File: config.mk
export PLATFORM = sky130hd
export DESIGN_NAME = regfile_dumper
export DESIGN_NICKNAME = d
export VERILOG_FILES = /design/src/rtl/regfile_dumper_pkg.sv /design/src/rtl/regfile_dumper_word_serializer.sv /design/src/rtl/regfile_dumper.sv
export SDC_FILE = /design/constraint.sdc
export NUM_CORES = 1
export LEC_CHECK = 0
export ABC_AREA = 1
export BUFFER_PORTS_ARGS = -buffer_cell sky130_fd_sc_hd__buf_2
export CAP_MARGIN = 40
export CORE_ASPECT_RATIO = 1.25
export CORE_MARGIN = 2
export CORE_UTILIZATION = 59
export CTS_CLUSTER_SIZE = 20
export DETAILED_ROUTE_END_ITERATION = 12
export PLACE_DENSITY = 0.85
export SLEW_MARGIN = 5
export SYNTH_ARGS = -nofsm -noshare
export SYNTH_HDL_FRONTEND = slang
export SYNTH_HIERARCHICAL = 1
export SYNTH_SLANG_ARGS = --single-unit
File: constraint.sdc
create_clock -name clk -period 4.1 [get_ports clk]
set_input_delay 0.41 -clock clk [delete_from_list [all_inputs] [get_ports clk]]
set_output_delay 0.41 -clock clk [all_outputs]
set_load 0.005 [all_outputs]
File: src/rtl/regfile_dumper_pkg.sv
// ============================================================================
// Module      : regfile_dumper_pkg
// Description : Shared FSM state encoding, default sizing and address width
//               for the register-file dumper.
// Revision    : 1.0 - initial release
// ============================================================================
`default_nettype none

package regfile_dumper_pkg;

    localparam int NUM_REGS_DEF   = 32;
    localparam int WORD_BYTES_DEF = 4;
    localparam int ADDR_W         = 5;

    typedef enum logic [1:0] {
        ST_IDLE = 2'd0,
        ST_ADDR = 2'd1,
        ST_SEND = 2'd2,
        ST_FIN  = 2'd3
    } state_t;

endpackage

`default_nettype wire

File: src/rtl/regfile_dumper_word_serializer.sv
// ============================================================================
// Module      : word_serializer
// Description : Captures one 32-bit register word and presents it one byte
//               at a time, most significant byte first.
// Revision    : 1.0 - initial release
// ============================================================================
`default_nettype none

module word_serializer
    import regfile_dumper_pkg::*;
#(
    parameter int WORD_BYTES = WORD_BYTES_DEF
) (
    input  logic        clk,
    input  logic        rst,
    input  logic        load_i,
    input  logic        advance_i,
    input  logic [31:0] word_i,
    output logic [7:0]  byte_o,
    output logic        last_byte_o
);

    localparam int              CNT_W  = (WORD_BYTES > 1) ? $clog2(WORD_BYTES) : 1;
    localparam logic [CNT_W-1:0] C_LAST = CNT_W'(WORD_BYTES - 1);

    logic [31:0]      word_q;
    logic [CNT_W-1:0] cnt_q;

    // The word is shifted left on each accepted byte so the current byte is
    // always the top octet; the counter stops at the last byte.
    always_ff @(posedge clk or posedge rst) begin
        if (rst) begin
            word_q <= '0;
            cnt_q  <= '0;
        end else if (load_i) begin
            word_q <= word_i;
            cnt_q  <= '0;
        end else if (advance_i && (cnt_q != C_LAST)) begin
            word_q <= {word_q[23:0], 8'h00};
            cnt_q  <= cnt_q + 1'b1;
        end
    end

    assign byte_o      = word_q[31:24];
    assign last_byte_o = (cnt_q == C_LAST);

endmodule

`default_nettype wire

File: src/rtl/regfile_dumper.sv
// ============================================================================
// Module      : regfile_dumper
// Description : Walks the register file on request and streams every word
//               out as bytes over a valid/ready interface.
// Revision    : 1.0 - initial release
// ============================================================================
`default_nettype none

module regfile_dumper
    import regfile_dumper_pkg::*;
#(
    parameter int NUM_REGS   = NUM_REGS_DEF,
    parameter int WORD_BYTES = WORD_BYTES_DEF
) (
    input  logic              clk,
    input  logic              rst,
    input  logic              start,
    output logic [ADDR_W-1:0] rs,
    input  logic [31:0]       readData1,
    output logic              stall_req,
    output logic              busy,
    output logic              done,
    output logic              out_valid,
    input  logic              out_ready,
    output logic [7:0]        out_data,
    output logic              out_last
);

    localparam logic [ADDR_W-1:0] C_LAST_IDX = ADDR_W'(NUM_REGS - 1);

    state_t            state_q;
    logic [ADDR_W-1:0] idx_q;
    logic [ADDR_W-1:0] rs_q;
    logic              valid_q;
    logic              busy_q;
    logic              done_q;

    logic              ser_load;
    logic              ser_adv;
    logic              ser_last;
    logic [7:0]        ser_byte;

    assign ser_load = (state_q == ST_ADDR);
    assign ser_adv  = valid_q && out_ready;

    word_serializer #(
        .WORD_BYTES (WORD_BYTES)
    ) u_ser (
        .clk         (clk),
        .rst         (rst),
        .load_i      (ser_load),
        .advance_i   (ser_adv),
        .word_i      (readData1),
        .byte_o      (ser_byte),
        .last_byte_o (ser_last)
    );

    // Outputs are registered alongside the state so each one is a flop
    // that already holds the value belonging to the state being entered.
    always_ff @(posedge clk or posedge rst) begin
        if (rst) begin
            state_q <= ST_IDLE;
            idx_q   <= '0;
            rs_q    <= '0;
            valid_q <= 1'b0;
            busy_q  <= 1'b0;
            done_q  <= 1'b0;
        end else begin
            case (state_q)
                ST_IDLE: begin
                    done_q <= 1'b0;
                    if (start) begin
                        state_q <= ST_ADDR;
                        idx_q   <= '0;
                        rs_q    <= '0;
                        busy_q  <= 1'b1;
                    end
                end
                ST_ADDR: begin
                    state_q <= ST_SEND;
                    rs_q    <= '0;
                    valid_q <= 1'b1;
                end
                ST_SEND: begin
                    if (out_ready && ser_last) begin
                        valid_q <= 1'b0;
                        if (idx_q == C_LAST_IDX) begin
                            state_q <= ST_FIN;
                            done_q  <= 1'b1;
                        end else begin
                            state_q <= ST_ADDR;
                            idx_q   <= idx_q + 1'b1;
                            rs_q    <= idx_q + 1'b1;
                        end
                    end
                end
                ST_FIN: begin
                    state_q <= ST_IDLE;
                    done_q  <= 1'b0;
                    busy_q  <= 1'b0;
                end
                default: begin
                    state_q <= ST_IDLE;
                    valid_q <= 1'b0;
                    busy_q  <= 1'b0;
                    done_q  <= 1'b0;
                end
            endcase
        end
    end

    assign rs        = rs_q;
    assign busy      = busy_q;
    assign stall_req = busy_q;
    assign done      = done_q;
    assign out_valid = valid_q;
    assign out_data  = ser_byte;
    assign out_last  = valid_q && (idx_q == C_LAST_IDX) && ser_last;

endmodule

`default_nettype wire

# Yosys cells after proc, flatten, opt, wreduce, memory -nomap -nowiden
# Index checks and enable logic that the tools add are counted.
dict set report word_totals {
  out_inout_bits 18
  in_bits 36
  wordCells 59
  ff_bits 49
}
dict set report classes {
  addsub 2
  n_reduce_logical 19
  muxes 20
  eq_ne 10
}
# operator n
set ops {}
lappend ops {{$mux 32} 2}
lappend ops {{$mux 5} 3}
lappend ops {{$pmux 5 s3} 1}
lappend ops {{$mux 2} 5}
lappend ops {{$ne 2x2->1 const B} 5}
lappend ops {{$pmux 5 s2} 1}
lappend ops {{$reduce_bool 2->1} 5}
lappend ops {{$pmux 2 s4} 1}
lappend ops {{$reduce_and 4->1} 2}
lappend ops {{$eq 2x2->1 const B} 3}
lappend ops {{$pmux 1 s2} 3}
lappend ops {{$reduce_and 2->1} 3}
lappend ops {{$add 5x1->5 const B} 1}
lappend ops {{$eq 5x5->1 const B} 1}
lappend ops {{$logic_and 1x1->1} 5}
lappend ops {{$mux 1} 4}
lappend ops {{$reduce_and 3->1} 1}
lappend ops {{$reduce_bool 3->1} 1}
lappend ops {{$add 2x1->2 const B} 1}
lappend ops {{$eq 2x1->1 const B} 1}
lappend ops {{$logic_not 2->1} 1}
lappend ops {{$reduce_or 2->1} 1}

# Longest topological paths before layout
dict set report logic_depth {
  depth_word 4
  depth_mapped 11
  depth_no_buf 11
}

# Hierarchy
# The synthesis kept the hierarchy.
# mod cells_per_inst n_inst seq_area_each_um2 area_each_um2
set modules_own_cells {}
lappend modules_own_cells {word_serializer 233 1 850.8 1788.0}
lappend modules_own_cells {regfile_dumper 106 1 375.4 839.6}

# Least setup slack after synthesis
# OpenSTA, ideal clock, no wires.
dict set report synth_timing {
  path_type {register to register}
  startpoint {register idx_q[0]}
  endpoint {register idx_q[0]}
  arrival_time_ns 1.409
  slack_ns 2.573
  required_ns 3.982
  setup_ns 0.118
  path_stages_with_launch 11
  path_buffers 0
  cell_sequence {dfrtp_1 -> ha_1 -> nand2_1 -> nor2_1 -> ha_1 -> inv_1 -> nand2_1 -> o21ai_1 -> nand2_2 -> nand2_1 -> nand2_1}
}
dict set report synth_via {
  elab_chain_len 4
  elab_cells_between_ends 7
  cone_classes {1 x add/sub; 2 x eq/ne; 3 x mux; 1 x reduce/logical}
}
# item line
set synth_lines {}
lappend synth_lines {{start: declaration} regfile_dumper.sv:32} ;# logic [ADDR_W-1:0] idx_q;
lappend synth_lines {{start signal: assignment} regfile_dumper.sv:92} ;# idx_q <= idx_q + 1'b1;
lappend synth_lines {{$add 5x1->5} regfile_dumper.sv:92}
lappend synth_lines {{$mux 5} regfile_dumper.sv:87} ;# if (idx_q == C_LAST_IDX) begin
lappend synth_lines {{$mux 5} regfile_dumper.sv:85} ;# if (out_ready && ser_last) begin
lappend synth_lines {{$pmux 5 s2} regfile_dumper.sv:69} ;# case (state_q)
# Parallel ways exist; a longest one is shown, timed or not. The select of a mux whose other input is x is not followed.
# A chain may end at the register's enable or synchronous reset.

# Worst setup path in the final report
dict set report layout_timing {
  startpoint {register idx_q[0]}
  endpoint {output out_last}
}
dict set report layout_via {
  elab_chain_len 3
}
# item line
set layout_lines {}
lappend layout_lines {{$eq 5x5->1} regfile_dumper.sv:118} ;# assign out_last = valid_q && (idx_q == C_LAST_IDX) && ser_last;
lappend layout_lines {{$logic_and 1x1->1 (2 in a row)} regfile_dumper.sv:118}
lappend layout_lines {{end: declaration} regfile_dumper.sv:26} ;# output logic out_last
# Every way passes these cells.

==> results.yml <==
sta:
  min_period_ps: 2002
  rsz0062_at_grt: "false"
  slew_viol_final: 0
  timing.final.ws_setup_ps: 2098
  setup_viol: 0
  final-hold-violation-count: 0
  tightest_slew_ps: 565.1
  setup-tns-final_ps: 0
  finClkSkew_ps: 7.696
  period_share_pct: 48.82
  fmax_mhz: 499.6
  maxSlewHeadroom_pct: 62.28
power_and_ir_drop:
  combPwrFrac_pct: 45.7
  worst_ir_drop_vdd_uv: 303.6
  clkPwrFrac_pct: 14.8
  p_seq_share_pct: 39.5
  finalPower_mw: 1.942
  power.switching_mw: 0.8321
  swShare_pct: 42.85
  power_density_nw_per_um2: 680.4
  p_int_mw: 1.110
  p_leak_nw: 1.664
cells_and_area:
  final_nets: 420
  drive_gt1_share_pct: 20.95
  utilization_pct: 65.49
  area_delta_synth_final_pct: 8.619
  diodes: 0
  fillers: 392
synthesis:
  ys_seq_area_share_pct: 46.67
  ys_types: 23
  synth_area_leaders: "dfrtp_1 47%, nand2_1 24%, nand3_1 6.1%"
  synthCells: 339
  yosysTopAreaCell: "dfrtp_1"
  syn_nets: 382
  netlist.area_leader.share_pct: 46.67
  synth.most_common_cell: "nand2_1"
  synth.ff_latch_count: 49
  avgSynthCellArea_um2: 7.751
  synth_top_flop_cell: "dfrtp_1"
  postSynth.asyncResetShare_pct: 100.0
  synth.top_cells.by_count: "169 x nand2_1, 49 x dfrtp_1, 32 x nand3_1"
  synth-edff-count: 0
  ys.warnings.count: 6
  syn_area_um2: 2628
hold_path:
  hp-class: "in -> async"
global_routing:
  grt_use_total_pct: 20.84
  grt_max_degree: 55
  antenna_found_initial: 0
  grt_pass1_vias: 1897
  overflow: 0
  grt_pass1_wl_mm: 8.321
die:
  dieArea_um2: 5007
  die_x_um: 63.69
  core_area_um2: 4358
  die_h_um: 78.61
  rows: 27
  start_util_pct: 60.29
  io_pins: 54
setup_path:
  path_max_fanout: 5
  cp_slowest_cell: "dfrtp_1"
  max_stage_delay_ps: 420
  critPathCaptureType: "output port"
  worst_setup_path_start_kind: "flop"
  cp.required_ps: 3690
  crit_type: "reg -> out"
  cp_cell_sequence: "ha_1, nand2_1, nor2_1, ha_1, inv_1, nor2_1, buf_2"
  crit_arrival_ps: 1590
route:
  final_antenna_net_count: 0
  routed_wl_mm: 4.835
  vias: 2151
  wl_per_cell_um: 11.11
  drc_errors: 0
  drt_iter0_drc: 170
  via_per_inst: 4.945
  dr.pass1.iters: 4
placed_design:
  portBuffers: 53
  dp_worst_setup_slack_ps: 2332
  dpl.hpwl_mm: 3.279
  gp_congestion: 0.8009
clock_tree:
  postCtsHoldBufs: 0
  postCtsSetupRepairBufs: 0
  clkSlewWorstSetupHoldPaths_ps: 80
  ctsRootBufferMaster: "clkbuf_8"
  htree_levels: 2
  tritoncts: "built"
  clock_latency_ps: 300
  clockBufferDepth: 2
  cts_resized: 0
  numCtsBuffers: 5
  cts_sinks: 49
flow_run:
  maxCapViolations: 0
run_status:
  status: "completed"
## cells in the final DEF, fill, tap and decap left out
cell type     n
nand4_1       4
o21ai_2       1
inv_1        15
dfrtp_1      49
inv_6         1
clkinvlp_4    1
nand2_1     169
a31oi_1       1
o211ai_1      1
a22oi_1       1
ha_1          7
nor2_2        3
nor2_1        5
inv_2         4
nand3_1      32
buf_4         2
nand2_2       6
o21ai_1       7
buf_2        53
o21ai_0       5
clkbuf_8      6
nand2_4       2
a21oi_1       2
## sequential cells by signal (all words and copies together), names as in the netlist
signal,cells
idx_q,5
out_valid,1
u_ser/word_q,32
u_ser/cnt_q,2
busy,1
state_q,2
done,1
rs,5
## per-layer routing
layer / routed length [µm] / vias to the layer above / track usage, %
met5: 0 / - / 0
met2: 2178 / 49 / 32.63
met1: 2349 / 973 / 28.65
met4: 61 / 0 / 6.522
li1: - / 1123 / -
met3: 246 / 6 / 5.158
## path summary, 6_finish.rpt
kind,start,slack [ps],endpoint,depth (start not counted)
worst max register to register,state_q[1]$_DFFE_PP0P_,2290,u_ser/word_q[29]$_DFFE_PP0P_,7
worst max-delay path,idx_q[0]$_DFFE_PP0P_,2100,out_last,7
max in group asynchronous,rst,3570,done$_DFFE_PP0P_,2
min in group clk,readData1[3],310,u_ser/word_q[3]$_DFFE_PP0P_,3
worst min register to register,rs[0]$_DFFE_PP0P_,480,rs[0]$_DFFE_PP0P_,2
worst min-delay path,rst,160,rs[2]$_DFFE_PP0P_,2
## through the flow
step | hold WS, ps | cell area [µm²] | instances
floorplan | 311.5 | 2628 | 339
global placement | 456.6 | 2764 | 428
detailed placement | 461.3 | 2764 | 428
CTS | 181.7 | 2854 | 435
global route | 212.1 | 2854 | 435
finish | 161.6 | 2854 | 435
## kinds of logic after synthesis
logic type / count (synthesis) / synth area share (%)
flip-flops: 49 / 46.67
adder cells (fa/ha/maj): 7 / 3.333
AO/OA/AOI/OAI: 18 / 3.810
buffers and inverters: 44 / 11.29
AND/OR/NAND/NOR: 221 / 34.90
## layout make-up
type / count / area [µm²] / share of cell area, %
clock buffers: 6 / 82.58 / 2.893
clock inverters: 1 / 7.507 / 0.2630
inverters: 20 / 80.08 / 2.806
multi-input cells: 246 / 1105 / 38.71
flip-flops and latches: 49 / 1226 / 42.96
well taps: 58 / 72.57 / 2.543
repair buffers: 55 / 280.3 / 9.820
## power by group through the flow
| stage | clock [mW] | combinational (mW) | sequential [mW] |
|---|---|---|---|
| floorplan | 0 | 0.846 | 0.758 |
| global placement | 0 | 0.867 | 0.767 |
| detailed placement | 0 | 0.891 | 0.777 |
| CTS | 0.294 | 0.897 | 0.767 |
| global route | 0.308 | 1.04 | 0.789 |
| finish | 0.287 | 0.887 | 0.767 |
## critical path: cells and delay by family, from the launching register on
family	cells	cell delay, ps
and+or+nand+nor	3	180
buffers and inverters	2	260
adders and majority gates	2	430
DFF	1	420
Note: power is estimated with default switching activity, not from simulation.
